`src/rtl/tx_arb_pkg.sv`:
```
// tx_arb_pkg: shared definitions for the serial TX arbiter
//   N_SRC   - number of character sources sharing the serializer
//   state_e - scheduler FSM state encoding
//   rr_pick - first set bit of a full vector, searching round-robin from ptr
package tx_arb_pkg;
   localparam int N_SRC = 3;
   typedef enum logic [2:0] {IDLE, ISSUE, WAIT_ACK, SEND, GAP} state_e;
   function automatic logic [1:0] rr_pick(input logic [N_SRC-1:0] full, input logic [1:0] ptr);
      logic [1:0] win;
      logic [1:0] j;
      win = ptr;
      // Walk backwards so the candidate closest to ptr is written last and wins.
      for (int k = N_SRC - 1; k >= 0; k--) begin
         j = 2'((int'(ptr) + k) % N_SRC);
         if (full[j]) win = j;
      end
      return win;
   endfunction
endpackage

```
`src/rtl/tx_req_slot.sv`:
```
// tx_req_slot: one-byte holding slot with full flag and sticky overrun
//   clk_i/rst_ni - clock, async active-low reset
//   wr_i/data_i  - write request and byte
//   drain_i      - slot is granted this cycle
//   clr_i        - clears the sticky overrun
//   full_o/data_o/overrun_o - slot state
module tx_req_slot #(
   parameter int W = 8
) (
   input  logic         clk_i,
   input  logic         rst_ni,
   input  logic         wr_i,
   input  logic         drain_i,
   input  logic         clr_i,
   input  logic [W-1:0] data_i,
   output logic         full_o,
   output logic         overrun_o,
   output logic [W-1:0] data_o
);
   logic         full_q, full_d, ovr_q, ovr_d, accept;
   logic [W-1:0] data_q, data_d;
   always_comb begin
      // A write lands if the slot is empty or being emptied in the same cycle.
      accept = wr_i & (~full_q | drain_i);
      full_d = accept | (full_q & ~drain_i);
      data_d = accept ? data_i : data_q;
      ovr_d  = (wr_i & full_q & ~drain_i) | (ovr_q & ~clr_i);
   end
   always_ff @(posedge clk_i or negedge rst_ni) begin
      if (!rst_ni) begin
         full_q <= 1'b0;
         ovr_q  <= 1'b0;
         data_q <= '0;
      end else begin
         full_q <= full_d;
         ovr_q  <= ovr_d;
         data_q <= data_d;
      end
   end
   assign full_o    = full_q;
   assign overrun_o = ovr_q;
   assign data_o    = data_q;
endmodule

```
`src/rtl/serial_tx_arbiter.sv`:
```
// serial_tx_arbiter: round-robin sharing of one byte serializer among three sources
//   sysclk/reset            - clock, async active-low reset
//   src_data0..2/src_start/src_en - source bytes, write pulses, enables
//   src_full/overrun        - per-slot pending and sticky lost-byte flags
//   tx_data/tx_start/tx_busy - serializer handshake
//   grant                   - one-hot owner of the current transfer
//   timeout_err/clr_err     - sticky missing-ack flag and error clear
module serial_tx_arbiter
   import tx_arb_pkg::*;
#(
   parameter int W           = 8,
   parameter int ACK_TIMEOUT = 16,
   parameter int GAP_CYCLES  = 4
) (
   input  logic             sysclk,
   input  logic             reset,
   input  logic [W-1:0]     src_data0,
   input  logic [W-1:0]     src_data1,
   input  logic [W-1:0]     src_data2,
   input  logic [N_SRC-1:0] src_start,
   input  logic [N_SRC-1:0] src_en,
   output logic [N_SRC-1:0] src_full,
   output logic [W-1:0]     tx_data,
   output logic             tx_start,
   input  logic             tx_busy,
   output logic [N_SRC-1:0] grant,
   output logic [N_SRC-1:0] overrun,
   output logic             timeout_err,
   input  logic             clr_err
);
   localparam state_e AFTER_TX = (GAP_CYCLES == 0) ? IDLE : GAP;
   logic [W-1:0]     src_bytes [N_SRC];
   logic [W-1:0]     slot_data [N_SRC];
   logic [N_SRC-1:0] drain;
   logic [1:0]       win;
   state_e           state_q;
   logic [1:0]       ptr_q;
   logic [7:0]       ack_cnt_q, gap_cnt_q;
   logic [W-1:0]     tx_data_q;
   logic             tx_start_q, timeout_q;
   logic [N_SRC-1:0] grant_q;
   assign src_bytes[0] = src_data0;
   assign src_bytes[1] = src_data1;
   assign src_bytes[2] = src_data2;
   assign win   = rr_pick(src_full, ptr_q);
   assign drain = (state_q == IDLE && |src_full) ? 3'b001 << win : 3'b000;
   for (genvar i = 0; i < N_SRC; i++) begin : g_slot
      tx_req_slot #(.W(W)) u_slot (
         .clk_i    (sysclk),
         .rst_ni   (reset),
         .wr_i     (src_start[i] & src_en[i]),
         .drain_i  (drain[i]),
         .clr_i    (clr_err),
         .data_i   (src_bytes[i]),
         .full_o   (src_full[i]),
         .overrun_o(overrun[i]),
         .data_o   (slot_data[i])
      );
   end
   always_ff @(posedge sysclk or negedge reset) begin
      if (!reset) begin
         state_q    <= IDLE;
         ptr_q      <= 2'd0;
         ack_cnt_q  <= '0;
         gap_cnt_q  <= '0;
         tx_data_q  <= '0;
         tx_start_q <= 1'b0;
         grant_q    <= '0;
         timeout_q  <= 1'b0;
      end else begin
         tx_start_q <= 1'b0;
         // A timeout set later in this block overrides the clear.
         if (clr_err) timeout_q <= 1'b0;
         case (state_q)
            IDLE: if (|src_full) begin
               tx_data_q  <= slot_data[win];
               grant_q    <= 3'b001 << win;
               ptr_q      <= (win == 2'd2) ? 2'd0 : win + 2'd1;
               tx_start_q <= 1'b1;
               state_q    <= ISSUE;
            end
            ISSUE: begin
               ack_cnt_q <= '0;
               state_q   <= WAIT_ACK;
            end
            WAIT_ACK: if (tx_busy) state_q <= SEND;
            else if (ack_cnt_q == 8'(ACK_TIMEOUT)) begin
               timeout_q <= 1'b1;
               gap_cnt_q <= '0;
               grant_q   <= (AFTER_TX == IDLE) ? '0 : grant_q;
               state_q   <= AFTER_TX;
            end else ack_cnt_q <= ack_cnt_q + 8'd1;
            SEND: if (!tx_busy) begin
               gap_cnt_q <= '0;
               grant_q   <= (AFTER_TX == IDLE) ? '0 : grant_q;
               state_q   <= AFTER_TX;
            end
            GAP: if (gap_cnt_q == 8'(GAP_CYCLES - 1)) begin
               grant_q <= '0;
               state_q <= IDLE;
            end else gap_cnt_q <= gap_cnt_q + 8'd1;
            default: state_q <= IDLE;
         endcase
      end
   end
   assign tx_data     = tx_data_q;
   assign tx_start    = tx_start_q;
   assign grant       = grant_q;
   assign timeout_err = timeout_q;
endmodule

```
`config.mk`:
```
export PLATFORM = sky130hd
export DESIGN_NAME = serial_tx_arbiter
export DESIGN_NICKNAME = d
export VERILOG_FILES = /design/src/rtl/tx_arb_pkg.sv /design/src/rtl/tx_req_slot.sv /design/src/rtl/serial_tx_arbiter.sv
export SDC_FILE = /design/constraint.sdc
export NUM_CORES = 1
export LEC_CHECK = 0
export ABC_AREA = 1
export CAP_MARGIN = 20
export CORE_MARGIN = 2
export CORE_UTILIZATION = 53
export CTS_CLUSTER_DIAMETER = 50
export DETAILED_ROUTE_END_ITERATION = 16
export GPL_TIMING_DRIVEN = 1
export PLACE_DENSITY = 0.79
export SLEW_MARGIN = 20
export SYNTH_ARGS = -nofsm -noshare
export SYNTH_HDL_FRONTEND = slang
export SYNTH_SLANG_ARGS = --single-unit
```
`constraint.sdc`:
```
create_clock -name sysclk -period 2.4 [get_ports sysclk]
set_input_delay 0.36 -clock sysclk [delete_from_list [all_inputs] [get_ports sysclk]]
set_output_delay 0.36 -clock sysclk [all_outputs]
set_load 0.05 [all_outputs]
```
# Yosys cells after proc, flatten, opt, wreduce, memory -nomap -nowiden
# Cells that the tools add are included.
[classes] order_cmp=4 n_addsub=5 n_shift=1 div=3 bitwise_logic=35 eq_ne=15 mux=36 n_reduce_logical=11
[ops] op="$mod 32x3->32 const B" count=2
[ops] op="$mux 8" count=8
[ops] op="$mod 3x3->32 const B" count=1
[ops] op="$pmux 8 s3" count=1
[ops] op="$mux 3" count=7
[ops] op="$and 1x1->1" count=18
[ops] op="$add 8x1->8 const B" count=2
[ops] op="$bmux 8 s2" count=1
[ops] op="$pmux 8 s2" count=1
[ops] op="$pmux 3 s5" count=1
[ops] op="$ne 2x2->1 const B" count=6
[ops] op="$lt 2x3->1 const B" count=3
[ops] op="$mux 1" count=9
[ops] op="$or 1x1->1" count=9
[ops] op="$eq 8x2->1 const B" count=1
[ops] op="$eq 8x5->1 const B" count=1
[ops] op="$mux 2" count=4
[ops] op="$not 1->1" count=7
[ops] op="$bmux 1 s2" count=3
[ops] op="$eq 3x2->1 const B" count=2
[ops] op="$pmux 3 s2" count=1
[ops] op="$reduce_and 3->1" count=2
[ops] op="$reduce_and 5->1" count=1
[ops] op="$reduce_and 4->1" count=1
[ops] op="17 further kinds" count=18
[word_totals] register_bits=64 out_inout_bits=19

# Depth between registers and ports, before layout
[depth] word_depth=12 mapped_depth=16 mapped_depth_nobuf=16

# By module
# Synthesis repeated with hierarchy kept, for this count alone.
[hier_totals] cells_unflattened=438 hier_area_um2=3647.2
[modules_own_cells] module="serial_tx_arbiter" n_inst=1 area_per_inst_um2=2224.6 seq_area_each_um2=850.8 cells_each=309
[modules_own_cells] module="tx_req_slot" n_inst=3 area_per_inst_um2=474.2 seq_area_each_um2=250.2 cells_each=43

# Worst setup path before layout
# Ideal clock, no wire load.
[synth_timing] path_type="register to register" start="reg ptr_q[0]" end="reg g_slot[0].u_slot.data_q[0]" required_ps=2283 n_path_buf=1 period_less_slack_ps=1930 arrival_ps=1813 path_stages_with_launch=16 setup_slack_ps=470 path_cell_list="dfrtp_1 inv_1 ha_1 inv_1 nand2_1 nand3_1 nand2_1 inv_1 nand3_1 nand3_2 nand2_2 nand2_2 nand2_2 buf_6 nand3_1 nand2_1"
[synth_via] elab_chain_cells=11 elab_cells_between_ends=18
[synth_rtl] item="from (decl)" line="serial_tx_arbiter.sv:37" text="logic [1:0] ptr_q;"
[synth_rtl] item="from (signal assigned)" line="serial_tx_arbiter.sv:78" text="ptr_q <= (win == 2'd2) ? 2'd0 : win + 2'd1;"
[synth_rtl] item="$add 2x2->3" line="tx_arb_pkg.sv:14" text="j = 2'((int'(ptr) + k) % N_SRC);"
[synth_rtl] item="$mod 32x3->32" line="tx_arb_pkg.sv:14"
[synth_rtl] item="$bmux 1 s2" line="tx_arb_pkg.sv:15" text="if (full[j]) win = j;"
[synth_rtl] item="$mux 1 (not written as such)" line="tx_arb_pkg.sv:15"
[synth_rtl] item="$mux 2 (2 in series)" line="tx_arb_pkg.sv:15"
[synth_rtl] item="$mux 2 (*)" line="tx_arb_pkg.sv:15"
[synth_rtl] item="$shl 1x2->3 (*)" line="serial_tx_arbiter.sv:46" text="assign drain = (state_q == IDLE && |src_full) ? 3'b001 << win : 3'b000;"
[synth_rtl] item="$mux 3 (*)" line="serial_tx_arbiter.sv:46"
[synth_rtl] item="$or 1x1->1 (*)" line="tx_req_slot.sv:24" text="accept = wr_i & (~full_q | drain_i);"
[synth_rtl] item="$and 1x1->1 (*)" line="tx_req_slot.sv:24"
[synth_rtl] item="to (signal assigned)" line="tx_req_slot.sv:37" text="data_q <= data_d;"
[synth_rtl] item="to (decl)" line="tx_req_slot.sv:21" text="logic [W-1:0] data_q, data_d;"
# Mark *: on every way between the ends. The rest lies on a longest branch, timed or not. The select of a mux whose other input is x is not followed.
# A chain may end at the register's enable or synchronous reset.

# Final worst setup path
[layout_timing] start="reg ptr_q[0]" end="reg g_slot[0].u_slot.data_q[7]"
# The elaborated chain is that of the path after synthesis.

==> results.txt <==
----------------------------------------------------
[Status]
  Run status ... complete, no violations

[Global route]
  Antenna violations before repair ... 0
  Number of global-route vias before repair ... between 2k and 3k
  Aggregate global routing overflow ... 0
  Combined global-route utilization of all metal layers ... between 20% and 30%
  Global-route wire length before repair ... ~12 mm
  Largest net degree at the start of global routing ... 55

[Critical path]
  Cell with the biggest individual delay on the critical path ... sky130_fd_sc_hd__dfrtp_1
  Critical path's top delay family ... simple AND/OR/NAND/NOR gates
  Data arrival, critical path ... ~2.4 ns
  Nature of the critical path startpoint ... flip-flop
  Count of buffering cells on the critical path with inverters included ... 3
  CP endpoint kind ... flip-flop
  Crit path kind ... flip-flop to flip-flop
  Crit path cell chain ... inv_1 > ha_4 > inv_1 > nand3_1 > nand2_1 > inv_1 > nand3_1 > nand3_2 > nand2_4 > nand2_2 > nand2_4 > nand2_2 > nand2_1 > nand2_1
  Largest fanout on the critical path ... 11
  Delay of the slowest cell on the worst path ... around 0.4 ns
  Data required, critical path ... roughly 2.6 ns

[Timing]
  Min Tclk post-route ... about 2.2 ns
  Pin slew with the least headroom to its limit ... about 0.5 ns
  Highest Clock Rate ... around 0.46 GHz
  Final hold viol count ... 0
  Setup Total Neg Slack ... 0 ns
  Setup slack after layout ... slightly above 0.2 ns
  Count of endpoints failing setup in the final report ... 0
  Max Slew Vio Count ... 0
  Hold Worst Slack ... 0.429 ns
  Slew margin rel. ... between 60% and 70%
  Period utilization ... about nine tenths
  Max Clock Skew ... 0.0149 ns

[Die]
  I/O pin cnt ... 53
  Num rows ... 28
  Effective utilization at floorplan ... 54.9%
  Horizontal extent of the die ... 82.5 um
  Core ar. ... 5960 um^2
  Height of the die ... 82.5 um
  Total die area ... around 6800 um^2

[Synthesis]
  Simple-gate area share of the yosys netlist ... between 30% and 40%
  Combinational family with the most area after synthesis ... simple AND/OR/NAND/NOR gates
  Fraction of the yosys area taken by sequential cells ... between 40% and 50%
  Biggest area consumer among synthesized cells ... sky130_fd_sc_hd__dfrtp_1
  Post-synth ARST share ... 100%
  Post-synth EDFFs ... 0
  Fraction of post-synthesis cell area in the top cell type by area ... roughly half
  Xor and xnor area share after synthesis ... 1.61%
  Mapped Avg Cell Area ... around 8 um^2
  Synthesis Warnings ... 0
  Largest cells by area after synthesis ... sky130_fd_sc_hd__dfrtp_1, sky130_fd_sc_hd__nand2_1, sky130_fd_sc_hd__nand3_1
  Adder-cell area share of the yosys netlist ... approximately 2.3%
  Syn nets ... 453
  Mapped Cells ... around 410
  Number of distinct standard cells referenced by the synthesized netlist ... 25
  Mux contribution to synthesized area ... 0%
  Post-synthesis instance area ... approximately 3300 um^2
  Post-synthesis compound-gate area fraction ... 4.67%
  Flop and latch count out of synthesis ... 64
  Dominant synthesized flop cell ... sky130_fd_sc_hd__dfrtp_1

[CTS]
  TritonCTS clock tree ... yes
  Total clock buffers created by CTS ... 9
  Sinks on the clock net ... between 60 and 70
  Later-pin clock latency in the skew report ... between 0.3 and 0.4 ns
  H-tree level count ... 3
  Maximum number of buffers from clock root to sink ... 2
  CTS clock-pin slew for the worst setup and hold paths ... 0.07 ns
  Cell at the root of the clock tree ... sky130_fd_sc_hd__clkbuf_8

[Drt]
  Detail-routed via count per cell ... between 5 and 6
  Number of optimization iterations in the first detailed-route pass ... 4
  Detailed-route wire length ... ~7.4 mm
  Total via count after detailed routing ... 2931
  Routed wire length per instance ... ~13 um
  Post-detailed-route DRC marker count ... 0
  Drt first-iter violations ... between 200 and 250
  Routed Antenna Nets ... 0

[Flow run]
  Number of maximum-capacitance violations ... 0

[Final layout]
  Ratio of cells with drive above 1 in the final layout ... 9.01%
  Commonest non-fill, non-tap cell in the layout ... sky130_fd_sc_hd__nand2_1
  Area delta synth->final ... 26.8%
  Final Net Count ... 512
  Area of combinational cells with multiple inputs ... about 1400 um^2
  Number of fill cells in the layout ... 487
  Commonest cells after routing, fill and taps aside ... sky130_fd_sc_hd__nand2_1, sky130_fd_sc_hd__nand3_1, sky130_fd_sc_hd__dfrtp_1, sky130_fd_sc_hd__clkdlybuf4s50_1, sky130_fd_sc_hd__inv_1
  Final core area utilization ... a little over two thirds
  N_diodes ... 0
  Sequential cell area ... 1600 um^2

[Power]
  Largest voltage drop on the vdd net ... between 700 and 800 uV
  Leakage power summed over all cells ... ~2.1 nW
  Total power draw ... around 5.8 mW
  Cell Pwr Density ... around 1400 nW/um^2

[Placed design]
  Half-perimeter wire length of the detailed placement result ... between 5 and 6 mm
  Count of buffers from port buffering ... 52
  Post-Place Setup Slack ... between 0.09 and 0.1 ns
  GP Congestion ... 0.908

[Hold path]
  Tightest Hold Check Type ... input pin to asynchronous set/reset pin

----------------------------------------------------
-- kinds of logic after synthesis --
family | Yosys count
AO/OA/AOI/OAI | 27
XOR/XNOR | 6
adder cells (fa/ha/maj) | 6
buffers and inverters | 57
flip-flops | 64
AND/OR/NAND/NOR | 253
-- layout make-up --
class / count / area share [%]
clock inverter: 7 / 2.90
sequential: 64 / 38.7
inverter: 45 / 4.08
clock buffer: 9 / 2.99
timing repair buffer: 60 / 14.3
tap: 75 / 2.27
multi-input combinational: 292 / 34.9
-- state kept, by name, summed over array words and instances, names as in the netlist, 2 cells and up --
register	count
g_slot.u_slot.data_o	24
ack_cnt_q	8
gap_cnt_q	8
tx_data	8
g_slot.u_slot.full_o	3
g_slot.u_slot.overrun_o	3
grant	3
state_q	3
ptr_q	2
-- Yosys cell counts, types with 3 or more instances --
| master | count |
|---|---|
| sky130_fd_sc_hd__nand2_1 | 130 |
| sky130_fd_sc_hd__nand3_1 | 72 |
| sky130_fd_sc_hd__dfrtp_1 | 64 |
| sky130_fd_sc_hd__inv_1 | 38 |
| sky130_fd_sc_hd__nor2_1 | 17 |
| sky130_fd_sc_hd__o21ai_0 | 16 |
| sky130_fd_sc_hd__nand4_1 | 10 |
| sky130_fd_sc_hd__a21oi_1 | 7 |
| sky130_fd_sc_hd__nand2_2 | 7 |
| sky130_fd_sc_hd__nor3_1 | 7 |
| sky130_fd_sc_hd__buf_4 | 6 |
| sky130_fd_sc_hd__ha_1 | 6 |
| sky130_fd_sc_hd__nand3b_1 | 6 |
| sky130_fd_sc_hd__xor2_1 | 6 |
| sky130_fd_sc_hd__inv_2 | 4 |
| sky130_fd_sc_hd__clkinv_1 | 3 |
-- power by group --
part | total [mW] | internal, mW | switching [mW] | leakage, nW
sequential | 1.78 | 1.48 | 0.302 | 0.823
combinational | 2.87 | 0.990 | 1.88 | 1.11
clock | 1.13 | 0.691 | 0.436 | 0.119
-- what timing repair did --
action | CTS | global route
setup buffers | 0 | 2
gates resized for setup | 0 | 6
hold buffers | 1 | 0
endpoints found under the setup margin | 0 | 25
endpoints found under the hold margin | 10 | 0
-- final timing paths --
path                       slack [ns]                  startpoint  depth (start not counted)                         end
max                              0.20                    ptr_q[0]                         14  g_slot[0].u_slot.data_o[7]
max in group asynchronous        1.41                       reset                          3                  state_q[2]
min reg2reg                      0.47  g_slot[0].u_slot.data_o[3]                          2  g_slot[0].u_slot.data_o[3]
min in group sysclk              0.47  g_slot[0].u_slot.data_o[3]                          2  g_slot[0].u_slot.data_o[3]
min                              0.43                       reset                          2                 timeout_err
max reg2reg                      0.20                    ptr_q[0]                         14  g_slot[0].u_slot.data_o[7]
-- per-stage QoR --
stage	cell area (um^2)	instances
6_report	4140	552
5_1_grt	4140	552
4_1_cts	4100	550
3_5_place_dp	3840	533
3_3_place_gp	3840	533
2_1_floorplan	3270	413
-- layer usage --
layer,routed length (um),GRT usage (%),share of wire (%),vias up
met4,112,10.3,1.5,0
li1,-,-,-,1459
met2,3490,37.9,48,63
met3,278,4.24,3.8,14
met5,0,0,0,-
met1,3470,32.5,47,1395
No activity file was read; power rests on OpenSTA's default activity.
